--- src/rtl/intr_pkg.sv ---
// Shared types and defaults for the interrupt pending controller.
package intr_pkg;

  localparam int NUM_IRQ = 128;
  localparam int ID_W    = 7;

  typedef enum logic [1:0] {
    ST_IDLE   = 2'd0,
    ST_REQ    = 2'd1,
    ST_ACTIVE = 2'd2
  } state_e;

endpackage

--- src/rtl/intr_prio_enc.sv ---
// Find-first-set over a vector: the lowest set index wins, with a valid flag.
module intr_prio_enc #(
  parameter int N = 128,
  parameter int W = 7
) (
  input  logic [N-1:0] i_vec,
  output logic [W-1:0] o_idx,
  output logic         o_valid
);

  // NOTE: every output gets a default before the loop so no latch is inferred.
  always_comb begin
    o_idx   = '0;
    o_valid = 1'b0;
    for (int i = N - 1; i >= 0; i--) begin
      if (i_vec[i]) begin
        o_idx   = W'(i);
        o_valid = 1'b1;
      end
    end
  end

endmodule

--- src/rtl/intr_pending_ctrl.sv ---
// Edge-detecting interrupt pending controller with request/claim/complete handshake.
// Define INTR_SYNC_EN to add a two-flop synchronizer on the raw interrupt lines.
module intr_pending_ctrl
  import intr_pkg::*;
#(
  parameter int NUM_IRQ = intr_pkg::NUM_IRQ,
  parameter int ID_W    = intr_pkg::ID_W
) (
  input  logic               clk,
  input  logic               reset,
  input  logic [NUM_IRQ-1:0] test_input_intr_bundle,
  input  logic               intr_mask_we,
  input  logic [NUM_IRQ-1:0] intr_mask_wdata,
  output logic               intr_req,
  output logic [ID_W-1:0]    intr_id,
  input  logic               intr_ack,
  input  logic               intr_done,
  output logic [NUM_IRQ-1:0] intr_pending
);

  state_e              r_state, w_state_nxt;
  logic [NUM_IRQ-1:0]  w_lines, w_rise, w_clr;
  logic [NUM_IRQ-1:0]  r_prev, r_pending, r_mask;
  logic [ID_W-1:0]     r_id, w_win_id;
  logic                w_win_valid, w_claim;

`ifdef INTR_SYNC_EN
  logic [NUM_IRQ-1:0] r_sync1, r_sync2;

  always_ff @(posedge clk or posedge reset) begin
    if (reset) begin
      r_sync1 <= '0;
      r_sync2 <= '0;
    end else begin
      r_sync1 <= test_input_intr_bundle;
      r_sync2 <= r_sync1;
    end
  end

  assign w_lines = r_sync2;
`else
  assign w_lines = test_input_intr_bundle;
`endif

  assign w_rise  = w_lines & ~r_prev;
  assign w_claim = (r_state == ST_REQ) && intr_ack;
  assign w_clr   = w_claim ? ({{(NUM_IRQ-1){1'b0}}, 1'b1} << r_id) : '0;

  // NOTE: sequential state uses non-blocking assignments so all flops update together.
  // A rise on the bit being claimed wins over the clear, keeping it pending.
  always_ff @(posedge clk or posedge reset) begin
    if (reset) begin
      r_prev    <= '0;
      r_pending <= '0;
      r_mask    <= '1;
    end else begin
      r_prev    <= w_lines;
      r_pending <= (r_pending & ~w_clr) | w_rise;
      if (intr_mask_we) r_mask <= intr_mask_wdata;
    end
  end

  intr_prio_enc #(
    .N (NUM_IRQ),
    .W (ID_W)
  ) u_prio_enc (
    .i_vec   (r_pending & r_mask),
    .o_idx   (w_win_id),
    .o_valid (w_win_valid)
  );

  always_ff @(posedge clk or posedge reset) begin
    if (reset) begin
      r_state <= ST_IDLE;
      r_id    <= '0;
    end else begin
      r_state <= w_state_nxt;
      if (r_state == ST_IDLE && w_win_valid) r_id <= w_win_id;
    end
  end

  always_comb begin
    w_state_nxt = r_state;
    unique case (r_state)
      ST_IDLE:   if (w_win_valid) w_state_nxt = ST_REQ;
      ST_REQ:    if (intr_ack)    w_state_nxt = ST_ACTIVE;
      ST_ACTIVE: if (intr_done)   w_state_nxt = ST_IDLE;
      default:                    w_state_nxt = ST_IDLE;
    endcase
  end

  always_comb begin
    intr_req = (r_state == ST_REQ);
  end

  assign intr_id      = r_id;
  assign intr_pending = r_pending;

endmodule

--- config.mk ---
export PLATFORM = sky130hd
export DESIGN_NAME = intr_pending_ctrl
export DESIGN_NICKNAME = d
export VERILOG_FILES = /design/src/rtl/intr_pkg.sv /design/src/rtl/intr_prio_enc.sv /design/src/rtl/intr_pending_ctrl.sv
export SDC_FILE = /design/constraint.sdc
export NUM_CORES = 1
export LEC_CHECK = 0
export BUFFER_PORTS_ARGS = -buffer_cell sky130_fd_sc_hd__buf_2
export CORE_UTILIZATION = 49
export CTS_CLUSTER_SIZE = 30
export DETAILED_ROUTE_END_ITERATION = 6
export HOLD_SLACK_MARGIN = 0.1
export PLACE_DENSITY = 0.82
export REMOVE_ABC_BUFFERS = 1
export SKIP_LAST_GASP = 1
export SLEW_MARGIN = 10
export SYNTH_ARGS = -nofsm -noshare
export SYNTH_HDL_FRONTEND = slang
export SYNTH_SLANG_ARGS = --single-unit
export TNS_END_PERCENT = 5
--- constraint.sdc ---
create_clock -name clk -period 14.05 [get_ports clk]
set_input_delay 0 -clock clk [delete_from_list [all_inputs] [get_ports clk]]
set_output_delay 0 -clock clk [all_outputs]
set_load 0.02 [all_outputs]
[Word-level counts from Yosys, hierarchy flattened]
Index checks and enable logic that the tools add are counted.
Widths: inputs -> output; s select.
Storage, ports and cells
  flip-flop bits (word level): 393
  logic and storage cells: 282
  input port bits: 261
  output and inout bits: 136
Cells by class
  bitwise logic cells: 6
  equality and inequality tests: 5
  reductions and logical operators: 4
  multiplexer cells: 261
  shift-type cells: 1
Operator list (count)
  $mux 7: 128
  $and 128x128->128: 3
  $not 128->128: 2
  $mux 1: 128
  $mux 128: 1
  $or 128x128->128: 1
  $shl 1x7->128 const A: 1
  $mux 2: 3
  $pmux 2 s3: 1
  $ne 2x2->1 const B: 2
  $reduce_and 3->1: 1
  $eq 2x1->1 const B: 1
  $eq 2x2->1 const B: 1
  $logic_and 1x1->1: 2
  $logic_not 2->1: 1
  $ne 2x1->1 const B: 1

[Logic depth before layout (Yosys ltp)]
  word-level depth: 131
  gate-level depth with buffers: 8
  mapped depth without buffers: 8

[Hierarchy]
From an unflattened synthesis, not the netlist that was laid out.
Unflattened totals
  cells, all modules: 1442
  area, all modules: 16905.0 µm²
Modules (own cells, without submodules)
  intr_pending_ctrl: cells an instance 1141, seq. area each 9994.6 µm², instances 1, area each 15283.4 µm²
  intr_prio_enc: cells an instance 301, seq. area each 0.0 µm², instances 1, area each 1621.6 µm²

[Least setup slack after synthesis]
No wires, ideal clock.
  kind: register -> register
  start point: register r_pending[97] (netlist: intr_pending[97])
  end point: register r_id[2] (netlist: intr_id[2])
  required time: 13.929 ns
  arrival time: 2.102 ns
  library setup time: 0.121 ns
  slack: 11.827 ns
  clock period less this slack: 2.223 ns
  buffers on the path: 0
  cell stages (with the launch flop): 9
  cells stage by stage: dfrtp_1 a22oi_2 nand2_2 or4_4 nor3_4 nand4_2 nand2_4 a2111oi_1 a22o_1
Between the ends
  longest elaborated chain between the ends: 100
  elaborated cells between the ends (all ways): 198
  those cells by class: 196 x mux; 1 x bitwise; 1 x reduce/logical
RTL lines
  start: declaration: line intr_pending_ctrl.sv:23  | logic [NUM_IRQ-1:0] r_prev, r_pending, r_mask;
  start signal: assignment: line intr_pending_ctrl.sv:58  | r_pending <= (r_pending & ~w_clr) | w_rise;
  $and 128x128->128 *: line intr_pending_ctrl.sv:67  | .i_vec (r_pending & r_mask),
  $mux 1 (98 in series): line intr_prio_enc.sv:16  | if (i_vec[i]) begin
  $logic_and 1x1->1: line intr_pending_ctrl.sv:78  | if (r_state == ST_IDLE && w_win_valid) r_id <= w_win_id;
  end signal: assignment: line intr_pending_ctrl.sv:78
  end: declaration: line intr_pending_ctrl.sv:24  | logic [ID_W-1:0] r_id, w_win_id;
Mark *: on every way between the ends. The rest lies on a longest branch, timed or not.
A chain may end at the register's enable or synchronous reset.

[Final worst setup path]
  start point: register r_mask[39]
  end point: register r_id[0] (netlist: intr_id[0])
Between the ends
  longest elaborated chain between the ends: 42
  elaborated cells between the ends (all ways): 82
  those cells by class: 80 x mux; 1 x bitwise; 1 x reduce/logical
RTL lines
  start: declaration: line intr_pending_ctrl.sv:23
  start signal: assignment: line intr_pending_ctrl.sv:59  | if (intr_mask_we) r_mask <= intr_mask_wdata;
  $and 128x128->128 *: line intr_pending_ctrl.sv:67
  $mux 1 (40 in series): line intr_prio_enc.sv:16
  $logic_and 1x1->1: line intr_pending_ctrl.sv:78
Marks and branches as above.

==> results.md <==
Run status:
- The flow ran to the end, and the final reports show no timing, DRC or antenna violations.

Timing:
- The headroom to the max-slew limit is 25.5%.
- The number of hold-slack violations in the final timing report was 0.
- The share of the clock period used by the worst path after layout is 19.6%.
- The number of pins with negative max-slew slack in the final report came to 0.
- The number of failing setup endpoints in the final timing report is 0.
- Based on the critical path, the design can be clocked at up to 363 MHz.
- Across all hold checks on the routed design, the worst slack comes to 113 ps.
- Setup total negative slack on the finished layout was measured at 0 ps.
- Setup repair after global routing left no endpoint under its margin.
- The final critical delay including setup and external delays is 2760 ps.
- The worst setup skew after layout is 13.0 ps.
- The transition time at the pin with the least slew margin is 1120 ps.

Floorplanning:
- The area inside the core boundary is 31600 sq um.
- The total die area is 33000 sq um.
- The initial core utilization is 49.9%.
- The height of the chip is 182 um.
- The die outline width is 182 um.
- In this run the count of I/O pins placed on the die edge is 397.
- The number of cell rows is 65.

Critical path:
- The slowest cell on the critical path is sky130_fd_sc_hd__a2111oi_1.
- The type of the setup path with the least slack is register to register.
- The worst register-to-register path begins at r_mask[39].
- The arrival time at the worst endpoint is 3210 ps.
- The cell family contributing the most delay on the critical path is compound AO/OA/AOI/OAI gates.
- The register-to-register setup slack is 11290 ps.
- Counting stages on the worst path, the most repeated cell is sky130_fd_sc_hd__o21ai_0.
- The critical path data required time is 14500 ps.
- In this design, the stage delay of the slowest critical-path cell is 920 ps.
- The buffers plus inverters on the worst setup path is 0.
- The number of stages on the worst setup path is 8.
- STA classifies the critical path endpoint as a register.
- Traced cell by cell, the critical path runs through nand2_1 -> a32oi_1 -> o2111ai_1 -> a2111oi_1 -> a31oi_1 -> o21ai_0 -> a21oi_1 -> o21ai_0.
- The number of cells on the worst reg-to-reg path is 8.
- The startpoint class of the critical path is a register.
- The largest fanout of any net on the critical path is 3.
- The launching instance or port of the critical path is r_mask[39].

Finish:
- At the end of the flow, the number of nets in the layout was 2292.
- The post-route netlist has 35.5% of its cells at a drive strength greater than 1.
- Excluding fillers, the count of instances in the completed layout stands at 2473.
- The number of fillers in the final layout is 2108.
- The area growth from synthesis to layout is 40.7%.

Synthesis:
- Counting distinct cell types in the post-synthesis netlist gives 53.
- The total of warnings raised by yosys is 0.
- The synthesized flop and latch total is 393.
- The area share of the largest cell type after synthesis is 42.0%.
- Counting flops with a built-in enable in the synthesized netlist gives 0.
- By count the netlist is led by 274 x sky130_fd_sc_hd__o21ai_0, 265 x sky130_fd_sc_hd__dfrtp_1, 139 x sky130_fd_sc_hd__inv_1.
- The biggest area contributor in the post-synthesis netlist is sky130_fd_sc_hd__dfrtp_1.
- After synthesis the cells add up to 15800 sq um.
- For this run, asynchronously set or reset flops after synthesis account for 100%.
- The most frequently used flop master after synthesis is sky130_fd_sc_hd__dfrtp_1.
- The mean instance size in the synthesized netlist is 11.7 sq um.
- The synthesized instance count is 1352.
- Sequential elements use 63.3% of the synthesized area.
- The most common cell in the synthesized netlist is sky130_fd_sc_hd__o21ai_0.
- Sorting the synthesized cells by area gives the leading types as sky130_fd_sc_hd__dfrtp_1 42%, sky130_fd_sc_hd__dfstp_2 21%, sky130_fd_sc_hd__mux2_2 9.1%.

Worst hold path:
- The startpoint of the lowest-slack hold path is test_input_intr_bundle[16].
- The worst hold path was traced through 2 stages.
- The path class of the lowest-slack min-delay path is primary input to register.

Global routing:
- Global routing used 36.6% of the available tracks across all layers.
- Summed over all layers, the global routing overflow is 0.
- The initial antenna violation count was 7.
- The via count of the first global-routing pass is 15363.
- The pin count of the biggest net entering global routing is 160.
- The first global-routing pass estimated 90100 um of wire.

Clocking:
- Post-CTS repair changed the size of 0 cells.
- Once the clock tree was built, the setup fixing pass inserted 0 buffers.
- The clock tree root buffer cell is sky130_fd_sc_hd__clkbuf_16.
- In this run the number of H-tree levels came out at 2.
- Clock tree synthesis found a total of 393 sinks.
- TritonCTS built the clock tree.
- After clock tree synthesis, the clock-pin slew on the worst setup and hold paths is 60 ps.
- The clock reaches the later pin of the worst-skew pair after 540 ps.
- TritonCTS created 41 clock buffers.
- Counting along the longest clock path gives a buffer depth of 3.

Detailed routing:
- The final routed DRC violation total is 0.
- The detailed-route wire length per cell is 24.3 um.
- The remaining number of nets flagged by the antenna check after routing is 0.
- The routed layout has 14705 vias.
- For this block, the initial DRC count from the detailed router was 1511.
- Using the TritonRoute via totals, the vias-per-cell ratio works out to 5.95.
- The detailed-routing iteration count for the pre-antenna-repair pass is 5.
- The routed design has 60000 um of wire.

Run:
- Across the run, the number of max-cap violations was 0.

Pwr:
- Overall power consumption after layout is estimated at 2.85 mW.
- VDD sags by at most 0.000107 V.
- The power per cell area is 128 nW/um^2.
- The standby leakage power is 9.59 nW.

Place:
- At the end of routability-driven placement, the weighted congestion stood at 0.946.
- The post-DP HPWL is 37500 um.
- Once placement completed, the tool counted placed cells totaling 2130.
- The number of buffers added on ports is 396.
==> through the flow <==
stage / util (%) / instance area (sq um) / setup slack (ps)
global placement: 57.7 / 18200 / 11040
global route: 70.2 / 22200 / 10990
floorplan: - / 15700 / 3340
detailed placement: 57.7 / 18200 / 11330
CTS: 70.1 / 22200 / 11330
finish: 70.3 / 22200 / 11290
==> worst reg2reg max path: stages (launching register included) <==
cell and delay [ps]:
sky130_fd_sc_hd__dfstp_2 550, sky130_fd_sc_hd__nand2_1 80, sky130_fd_sc_hd__a32oi_1 280, sky130_fd_sc_hd__o2111ai_1 190, sky130_fd_sc_hd__a2111oi_1 920, sky130_fd_sc_hd__a31oi_1 240, sky130_fd_sc_hd__o21ai_0 180, sky130_fd_sc_hd__a21oi_1 100
sky130_fd_sc_hd__o21ai_0 150
==> worst paths after layout <==
check / to
hold reg to reg: intr_pending[2]
min in group asynchronous: r_prev[123]
max in group asynchronous: intr_pending[38]
setup / recovery: intr_id[0]
hold / removal: r_prev[16]
setup reg to reg: intr_id[0]
==> layout by cell type (no fill, tap or decap), types with 11 or more instances in the layout <==
cell	n
sky130_fd_sc_hd__buf_2	395
sky130_fd_sc_hd__o21ai_0	274
sky130_fd_sc_hd__dfrtp_1	265
sky130_fd_sc_hd__dlygate4sd3_1	259
sky130_fd_sc_hd__inv_1	138
sky130_fd_sc_hd__nand2_1	129
sky130_fd_sc_hd__mux2_2	128
sky130_fd_sc_hd__dfstp_2	128
sky130_fd_sc_hd__a22oi_1	57
sky130_fd_sc_hd__clkbuf_16	41
sky130_fd_sc_hd__a21oi_1	29
sky130_fd_sc_hd__nand3_1	22
sky130_fd_sc_hd__nor2_1	18
sky130_fd_sc_hd__nand4_1	14
sky130_fd_sc_hd__and2_1	14
sky130_fd_sc_hd__clkbuf_1	12
sky130_fd_sc_hd__a32oi_1	11
==> power by group <==
group          total [mW]  internal, mW  switching, mW
logic               0.442         0.174          0.268
clock network        1.10         0.640          0.458
registers            1.31          1.24         0.0713
total                2.85          2.05          0.798
==> layout make-up <==
type / instances / area [sq um] / area share, %
sequential: 393 / 9990 / 45.0
multi-input combinational: 797 / 5200 / 23.4
timing repair buffer: 659 / 4640 / 20.9
clock buffer: 61 / 1180 / 5.31
inverter: 139 / 529 / 2.38
tap: 402 / 503 / 2.26
clock inverter: 14 / 161 / 0.726
antenna: 8 / 20.0 / 0.0901
==> state kept, by name, summed over array words and instances, names as in the netlist <==
register / cells
intr_id: 7
r_mask: 128
r_state: 2
intr_pending: 128
r_prev: 128
==> routing by layer <==
| layer | vias up | track usage, % | wire length (um) |
|---|---|---|---|
| met5 | - | 0 | 0 |
| met4 | 0 | 26.0 | 4660 |
| met3 | 319 | 7.34 | 5390 |
| met2 | 1014 | 58.0 | 28200 |
| met1 | 7165 | 45.0 | 21800 |
| li1 | 6207 | - | - |
==> logic make-up (layout without fill, tap and decap cells) <==
logic type,after synthesis,in the layout,synth area share (%)
AOI/OAI and AO/OA,442,442,16.9
buffers and inverters,162,873,3.85
DFF,393,393,63.3
muxes,129,129,9.19
other,0,8,0
and+or+nand+nor,226,226,6.75
==> timing repair <==
item                                   CTS  global route
endpoints found under the hold margin  481             0
setup endpoints to repair                0             0
hold buffers                           259             0
No activity file was read; power rests on OpenSTA's default activity.
